**config.mk**
```make
export PLATFORM = sky130hd
export DESIGN_NAME = axi_line_reader_flat
export DESIGN_NICKNAME = d
export VERILOG_FILES = /design/src/rtl/axi_pkg.sv /design/src/rtl/axi_line_reader_if.sv /design/src/rtl/axi_lr_ar_gen.sv /design/src/rtl/axi_line_reader.sv /design/src/flat_wrapper.sv
export SDC_FILE = /design/constraint.sdc
export NUM_CORES = 1
export LEC_CHECK = 0
export ABC_CLOCK_PERIOD_IN_PS = 4570
export BUFFER_PORTS_ARGS = -buffer_cell sky130_fd_sc_hd__buf_2
export CAP_MARGIN = 15
export CORE_AREA = 8 8 147 80
export DETAILED_ROUTE_END_ITERATION = 12
export DIE_AREA = 0 0 155 88
export MAX_ROUTING_LAYER = met4
export PLACE_DENSITY = 0.78
export SKIP_CTS_REPAIR_TIMING = 1
export SYNTH_ARGS = -nofsm -noshare
export SYNTH_HDL_FRONTEND = slang
export SYNTH_SLANG_ARGS = --single-unit
```
**constraint.sdc**
```tcl
create_clock -name clk_i -period 4.57 [get_ports clk_i]
set_clock_uncertainty 0.1 [all_clocks]
set_input_delay 0.914 -clock clk_i [delete_from_list [all_inputs] [get_ports clk_i]]
set_output_delay 0.914 -clock clk_i [all_outputs]
set_load 0.02 [all_outputs]
```
**src/rtl/axi_pkg.sv**
```systemverilog
// Shared AXI read-channel types, protocol constants and reader FSM states.
`define HI 1'b1
`define LO 1'b0

package axi_pkg;

  localparam int unsigned AxiIdW   = 4;
  localparam int unsigned AxiAddrW = 64;
  localparam int unsigned AxiDataW = 128;

  localparam logic [1:0] BurstIncr = 2'b01;
  localparam logic [1:0] RespOkay  = 2'b00;
  localparam logic [3:0] ArCache   = 4'b0011;

  typedef struct packed {
    logic [AxiIdW-1:0]   id;
    logic [AxiAddrW-1:0] addr;
    logic [7:0]          len;
    logic [2:0]          size;
    logic [1:0]          burst;
    logic                lock;
    logic [3:0]          cache;
    logic [2:0]          prot;
    logic [3:0]          qos;
    logic                valid;
  } axi_ar_t;

  typedef struct packed {
    logic [AxiIdW-1:0]   id;
    logic [AxiDataW-1:0] data;
    logic [1:0]          resp;
    logic                last;
    logic                valid;
  } axi_r_t;

  typedef enum logic [1:0] {StIdle, StIssue, StDrain, StDone} lr_state_e;

endpackage

```
**src/rtl/axi_line_reader_if.sv**
```systemverilog
// AR/R channel bundle between the line reader (master) and the interconnect (slave).
interface axi_line_reader_if;
  import axi_pkg::*;

  axi_ar_t axi_ar;
  logic    axi_arready;
  axi_r_t  axi_r;
  logic    axi_rready;

  modport master (output axi_ar, output axi_rready, input axi_arready, input axi_r);
  modport slave  (input axi_ar, input axi_rready, output axi_arready, output axi_r);
endinterface

```
**src/rtl/axi_lr_ar_gen.sv**
```systemverilog
// AR issue side: burst address, issued/completed burst counters, outstanding limit.
module axi_lr_ar_gen
  import axi_pkg::*;
#(
  parameter int unsigned ADDR_W          = 29,
  parameter int unsigned DATA_W          = 32,
  parameter int unsigned BURST_LEN       = 240,
  parameter int unsigned BURSTS_PER_REQ  = 2,
  parameter int unsigned MAX_OUTSTANDING = 2
) (
  input  logic              clk_i,
  input  logic              rst,
  input  logic              load_i,
  input  logic [ADDR_W-1:0] start_addr_i,
  input  logic              issue_i,
  input  logic              arready_i,
  input  logic              burst_done_i,
  output axi_ar_t           ar_o,
  output logic [7:0]        ar_cnt_o,
  output logic [7:0]        r_burst_cnt_o
);

  localparam logic [ADDR_W-1:0] AddrInc   = ADDR_W'(BURST_LEN * DATA_W / 8);
  localparam logic [7:0]        NumBursts = 8'(BURSTS_PER_REQ);
  localparam logic [7:0]        MaxOut    = 8'(MAX_OUTSTANDING);

  logic [ADDR_W-1:0] addr_q, addr_d;
  logic [7:0]        ar_cnt_q, ar_cnt_d, rb_cnt_q, rb_cnt_d;
  logic              ar_valid, ar_fire;

  // Valid depends only on registered state, so it cannot drop before its handshake.
  assign ar_valid = issue_i && ((ar_cnt_q - rb_cnt_q) < MaxOut) && (ar_cnt_q < NumBursts);
  assign ar_fire  = ar_valid && arready_i;

  always_comb begin
    addr_d   = addr_q;
    ar_cnt_d = ar_cnt_q;
    rb_cnt_d = rb_cnt_q;
    if (load_i) begin
      addr_d   = start_addr_i;
      ar_cnt_d = '0;
      rb_cnt_d = '0;
    end else begin
      if (ar_fire) begin
        addr_d   = addr_q + AddrInc;
        ar_cnt_d = ar_cnt_q + 8'd1;
      end
      if (burst_done_i) rb_cnt_d = rb_cnt_q + 8'd1;
    end
  end

  always_ff @(posedge clk_i) begin
    if (rst) begin
      addr_q   <= '0;
      ar_cnt_q <= '0;
      rb_cnt_q <= '0;
    end else begin
      addr_q   <= addr_d;
      ar_cnt_q <= ar_cnt_d;
      rb_cnt_q <= rb_cnt_d;
    end
  end

  always_comb begin
    ar_o = '0;
    if (ar_valid) begin
      ar_o.addr  = AxiAddrW'(addr_q);
      ar_o.len   = 8'(BURST_LEN - 1);
      ar_o.size  = 3'($clog2(DATA_W / 8));
      ar_o.burst = BurstIncr;
      ar_o.cache = ArCache;
      ar_o.valid = `HI;
    end
  end

  assign ar_cnt_o      = ar_cnt_q;
  assign r_burst_cnt_o = rb_cnt_q;

endmodule

```
**src/rtl/axi_line_reader.sv**
```systemverilog
// Multi-burst AXI line reader streaming R beats straight to dout.
// AXI_LINE_READER_ERR_EN enables sticky err on bad rresp or misplaced rlast.
module axi_line_reader
  import axi_pkg::*;
#(
  parameter int unsigned ADDR_W          = 29,
  parameter int unsigned DATA_W          = 32,
  parameter int unsigned BURST_LEN       = 240,
  parameter int unsigned BURSTS_PER_REQ  = 2,
  parameter int unsigned MAX_OUTSTANDING = 2
) (
  input  logic                 clk_i,
  input  logic                 rst,
  input  logic                 start,
  input  logic [ADDR_W-1:0]    start_addr,
  axi_line_reader_if.master    axi,
  output logic [DATA_W-1:0]    dout,
  output logic                 dout_valid,
  output logic                 dout_last,
  input  logic                 dout_ready,
  output logic                 busy,
  output logic                 done,
  output logic                 err
);

  localparam logic [7:0] NumBursts = 8'(BURSTS_PER_REQ);

  lr_state_e   state_q, state_d;
  logic        load, r_fire, burst_done, last_burst;
  logic [7:0]  ar_cnt, r_burst_cnt;
  axi_ar_t     ar;
  logic        unused_r;

  assign load       = start && (state_q == StIdle);
  assign r_fire     = axi.axi_r.valid && axi.axi_rready;
  assign burst_done = r_fire && axi.axi_r.last;
  assign last_burst = (r_burst_cnt == NumBursts - 8'd1);

  axi_lr_ar_gen #(
    .ADDR_W         (ADDR_W),
    .DATA_W         (DATA_W),
    .BURST_LEN      (BURST_LEN),
    .BURSTS_PER_REQ (BURSTS_PER_REQ),
    .MAX_OUTSTANDING(MAX_OUTSTANDING)
  ) u_ar_gen (
    .clk_i        (clk_i),
    .rst          (rst),
    .load_i       (load),
    .start_addr_i (start_addr),
    .issue_i      (state_q == StIssue),
    .arready_i    (axi.axi_arready),
    .burst_done_i (burst_done),
    .ar_o         (ar),
    .ar_cnt_o     (ar_cnt),
    .r_burst_cnt_o(r_burst_cnt)
  );

  assign axi.axi_ar = ar;

  always_comb begin
    state_d = state_q;
    busy    = `LO;
    done    = `LO;
    unique case (state_q)
      StIdle:  if (start) state_d = StIssue;
      StIssue: begin
        busy = `HI;
        if (ar_cnt == NumBursts) state_d = StDrain;
      end
      StDrain: begin
        busy = `HI;
        // Look ahead at the final rlast so done follows the last beat by one cycle.
        if ((r_burst_cnt == NumBursts) || (burst_done && last_burst)) state_d = StDone;
      end
      StDone: begin
        busy    = `HI;
        done    = `HI;
        state_d = StIdle;
      end
      default: state_d = StIdle;
    endcase
  end

  always_ff @(posedge clk_i) begin
    if (rst) state_q <= StIdle;
    else     state_q <= state_d;
  end

  assign axi.axi_rready = dout_ready && busy;
  assign dout           = axi.axi_r.data[DATA_W-1:0];
  assign dout_valid     = axi.axi_r.valid && busy;
  assign dout_last      = dout_valid && axi.axi_r.last && last_burst;

`ifdef AXI_LINE_READER_ERR_EN
  localparam logic [7:0] LastBeat = 8'(BURST_LEN - 1);
  logic [7:0] beat_q, beat_d;
  logic       err_q, err_d;

  always_comb begin
    beat_d = beat_q;
    err_d  = err_q;
    if (load) begin
      beat_d = '0;
      err_d  = `LO;
    end else if (r_fire) begin
      beat_d = axi.axi_r.last ? 8'd0 : beat_q + 8'd1;
      if ((axi.axi_r.resp != RespOkay) || (axi.axi_r.last != (beat_q == LastBeat))) begin
        err_d = `HI;
      end
    end
  end

  always_ff @(posedge clk_i) begin
    if (rst) begin
      beat_q <= '0;
      err_q  <= `LO;
    end else begin
      beat_q <= beat_d;
      err_q  <= err_d;
    end
  end

  assign err = err_q;
`else
  assign err = `LO;
`endif

  assign unused_r = ^{axi.axi_r.id, axi.axi_r.resp, axi.axi_r.data};

endmodule
```
**src/flat_wrapper.sv**
```systemverilog
// flat-port wrapper written by rule: the top's interface ports become plain ports
module axi_line_reader_flat import axi_pkg::*;
#(
  parameter int unsigned ADDR_W          = 29,
  parameter int unsigned DATA_W          = 32,
  parameter int unsigned BURST_LEN       = 240,
  parameter int unsigned BURSTS_PER_REQ  = 2,
  parameter int unsigned MAX_OUTSTANDING = 2
)
  (clk_i, rst, start, start_addr, dout, dout_valid, dout_last, dout_ready, busy, done, err, axi_axi_ar, axi_axi_rready, axi_axi_arready, axi_axi_r);
  axi_line_reader_if axi_i ();
  input  logic clk_i;
  input  logic rst;
  input  logic start;
  input  logic [ADDR_W-1:0] start_addr;
  output logic [DATA_W-1:0] dout;
  output logic dout_valid;
  output logic dout_last;
  input  logic dout_ready;
  output logic busy;
  output logic done;
  output logic err;
  output wire logic [$bits(axi_i.axi_ar)-1:0] axi_axi_ar;
  output wire logic [$bits(axi_i.axi_rready)-1:0] axi_axi_rready;
  input wire logic [$bits(axi_i.axi_arready)-1:0] axi_axi_arready;
  input wire logic [$bits(axi_i.axi_r)-1:0] axi_axi_r;
  assign axi_axi_ar = axi_i.axi_ar;
  assign axi_axi_rready = axi_i.axi_rready;
  assign axi_i.axi_arready = axi_axi_arready;
  assign axi_i.axi_r = axi_axi_r;
  axi_line_reader #(.ADDR_W(ADDR_W), .DATA_W(DATA_W), .BURST_LEN(BURST_LEN), .BURSTS_PER_REQ(BURSTS_PER_REQ), .MAX_OUTSTANDING(MAX_OUTSTANDING)) u_core (.clk_i(clk_i), .rst(rst), .start(start), .start_addr(start_addr), .axi(axi_i), .dout(dout), .dout_valid(dout_valid), .dout_last(dout_last), .dout_ready(dout_ready), .busy(busy), .done(done), .err(err));
endmodule
```
==> impl_metrics.env <==
export IMPL_fillers=993
export IMPL_cts_tree="yes"
export IMPL_cts_root_buffer="clkbuf_16"
export IMPL_power_uw=1890
export IMPL_period_needed_ps=4330
export IMPL_holdPathStages=2
export IMPL_area_growth_pct=5.11
export IMPL_synth_distinct_cells=51
export IMPL_viasPerCell=4.99
export IMPL_startpoint_type="register"
export IMPL_drc_errors=0
export IMPL_hp_start="u_core.u_ar_gen.addr_q[1]"
export IMPL_slew_viol_final=0
export IMPL_fin_nets=696
export IMPL_wire_per_inst_um=16.0
export IMPL_crit_start="u_core.u_ar_gen.r_burst_cnt_o[0]"
export IMPL_dr_total_vias=3237
export IMPL_ios=302
export IMPL_criticalPathCategory="register to output pin"
export IMPL_hold_path_class="register to register"
export IMPL_status="finished clean"
export IMPL_drt_pass1_iter_count=5
export IMPL_grt_busiest_layer="met2"
export IMPL_grt_overflow_total=0
export IMPL_layout_commonest_cell="buf_2"
export IMPL_gp_congestion=0.972
export IMPL_crit_fanout=20
export IMPL_layout_drive_gt1_share_pct=21.0
export IMPL_clkSinkCount=47
export IMPL_tightestPinTransition_ps=1060
export IMPL_synthCells=479
export IMPL_die_area_mm2=0.0136
export IMPL_drt_total_wl_um=10400
export IMPL_mostFrequentLayoutCells="81 x buf_2, 54 x conb_1, 47 x dfxtp_1"
export IMPL_grt_pass1_vias=3037
export IMPL_max_slew_margin_rel_pct=28.8
export IMPL_post_route_period_util_pct=94.8
export IMPL_yosys_warnings=0
export IMPL_ys_flop_type="dfxtp_1"
export IMPL_initial_utilization_pct=38.7
export IMPL_r2r_end="u_core.u_ar_gen.addr_q[26]"
export IMPL_synth_edf_count=0
export IMPL_antenna_found_initial=0
export IMPL_cts_max_level=2
export IMPL_rr_worst_depth=10
export IMPL_yosysSeqAreaShare_pct=24.8
export IMPL_ys_seq_elements=47
export IMPL_synth_avg_cell_area_um2=7.92
export IMPL_grt_pass1_wl_um=15800
export IMPL_clock_fmax_mhz=231
export IMPL_cts_path_max_buffers=2
export IMPL_core_area_mm2=0.00979
export IMPL_grt_max_degree=40
export IMPL_num_antenna_cells=0
export IMPL_hold_end="u_core.u_ar_gen.addr_q[1]"
export IMPL_required_ps=3560
export IMPL_arrival_ps=3320
export IMPL_grt_met3_usage_pct=4.58
export IMPL_setup_viol=0
export IMPL_r2r_slack_ps=1290
export IMPL_powerDensity_mw_per_mm2=475
export IMPL_die_h_um=88
export IMPL_cts_buffers=5
export IMPL_total_leakage_power_uw=0.00178
export IMPL_cap_violations=0
export IMPL_ys_async_sr_fraction_pct=0
export IMPL_die_w_um=155
export IMPL_critPathCaptureType="output pin"
export IMPL_ir_worst_vdd_mv=0.167
export IMPL_hold_violations=0
export IMPL_grt_total_usage_pct=14.9
export IMPL_synth_area_mm2=0.00379
export IMPL_drtIter0Drc=300
export IMPL_use_met1_pct=19.1
export IMPL_clock_latency_ps=300
export IMPL_r2r_start="u_core.u_ar_gen.r_burst_cnt_o[0]"
export IMPL_rsz0062_at_grt="no"
export IMPL_fp_row_count=26
export IMPL_dp_hpwl_um=8020
export IMPL_grtUsageMet2_pct=21.6
export IMPL_antenna_left=0
export IMPL_clk_pin_slew_worst_paths_ps=60
export IMPL_fin_setup_tns_ps=0
export IMPL_port_buffers=81
==> worst max-delay path, cell delays in order (launching register included) <==
cell and delay (ps):
dfxtp_1 450, nand2b_1 150, fa_1 450, nor2_1 110, nand3_1 130, nor4b_4 370, nand4_2 160, or2_2 420
nor2_4 390, and2_1 220, buf_2 170
==> report_power, final <==
part | leakage [uW] | switching, uW | internal, uW
Sequential | 0.000385 | 94.3 | 491
Clock | 0.0000868 | 160 | 272
Combinational | 0.00131 | 586 | 291
Total | 0.00178 | 840 | 1050
==> cell type report <==
type / instances / area, um^2 / area share, %
Clock buffer: 6 / 139 / 3.48
Tap cell: 140 / 175 / 4.39
Multi-Input combinational cell: 354 / 2210 / 55.4
Sequential cell: 47 / 941 / 23.6
Timing Repair Buffer: 84 / 428 / 10.7
Clock inverter: 2 / 35.0 / 0.879
Inverter: 16 / 60.1 / 1.51
==> sequential cells by signal, summed over array words and instances (netlist names) <==
signal                         flops
u_core.u_ar_gen.addr_q            29
u_core.u_ar_gen.ar_cnt_o           8
u_core.u_ar_gen.r_burst_cnt_o      8
u_core.state_q                     2
==> how the worst max path moves through the flow <==
stage,end,slack [ps],cells past startpoint
2_1_floorplan,axi_axi_ar[45],830,10
3_3_place_gp,axi_axi_ar[39],570,10
3_5_place_dp,axi_axi_ar[35],430,10
4_1_cts,axi_axi_ar[39],90,10
5_1_grt,axi_axi_ar[35],10,10
6_report,axi_axi_ar[34],240,10
==> routing by layer <==
layer | share of wire (%) | vias up | routed length [um]
met3 | 10 | 10 | 1070
met4 | 1.2 | 0 | 121
met5 | 0 | - | 0
met2 | 43 | 163 | 4500
met1 | 45 | 1510 | 4680
li1 | - | 1554 | -
==> stage by stage <==
stage	area, um^2	hold WS [ps]	util (%)	cells	setup WS [ps]
floorplan	3990	332	-	532	827
global placement	3790	337	38.7	640	568
detailed placement	3790	342	38.7	640	430
CTS	3960	351	40.5	648	88.9
global route	3990	364	40.7	649	14.5
finish	3990	347	40.7	649	236
==> synthesized netlist by cell type, drive strengths merged, types with 4 or more instances <==
| library cell | number | area, um^2 |
|---|---|---|
| inv | 16 | 60.1 |
| dfxtp | 47 | 941 |
| a311oi | 9 | 78.8 |
| o21ai | 16 | 80.1 |
| nor2 | 32 | 128 |
| and2 | 34 | 214 |
| ha | 17 | 213 |
| o31ai | 5 | 37.5 |
| mux2i | 5 | 50.1 |
| nor3 | 10 | 55.1 |
| nand2 | 35 | 131 |
| xnor2 | 18 | 158 |
| buf | 99 | 741 |
| nor3b | 4 | 30.0 |
| nand3 | 20 | 100 |
| and3 | 8 | 55.1 |
| nand2b | 4 | 25.0 |
| clkbuf | 17 | 63.8 |
| a21oi | 14 | 70.1 |
| nor4 | 14 | 87.6 |
| or3 | 7 | 43.8 |
| or4 | 6 | 48.8 |
| nand4 | 7 | 50.1 |
==> logic make-up (layout without fill, tap and decap cells) <==
family                     after synthesis  count (layout)  share of synthesized area (%)
DFF                                     47              47                           24.8
AOI/OAI and AO/OA                       60              60                           10.2
xor gates and xnor gates                21              21                           4.85
and+or+nand+nor                        195             196                           29.8
other                                    1              54                         0.0989
buffers and inverters                  132             108                           22.8
adders and majority gates               18              18                           6.14
muxes                                    5               5                           1.32
(Power assumes the default switching activity.)
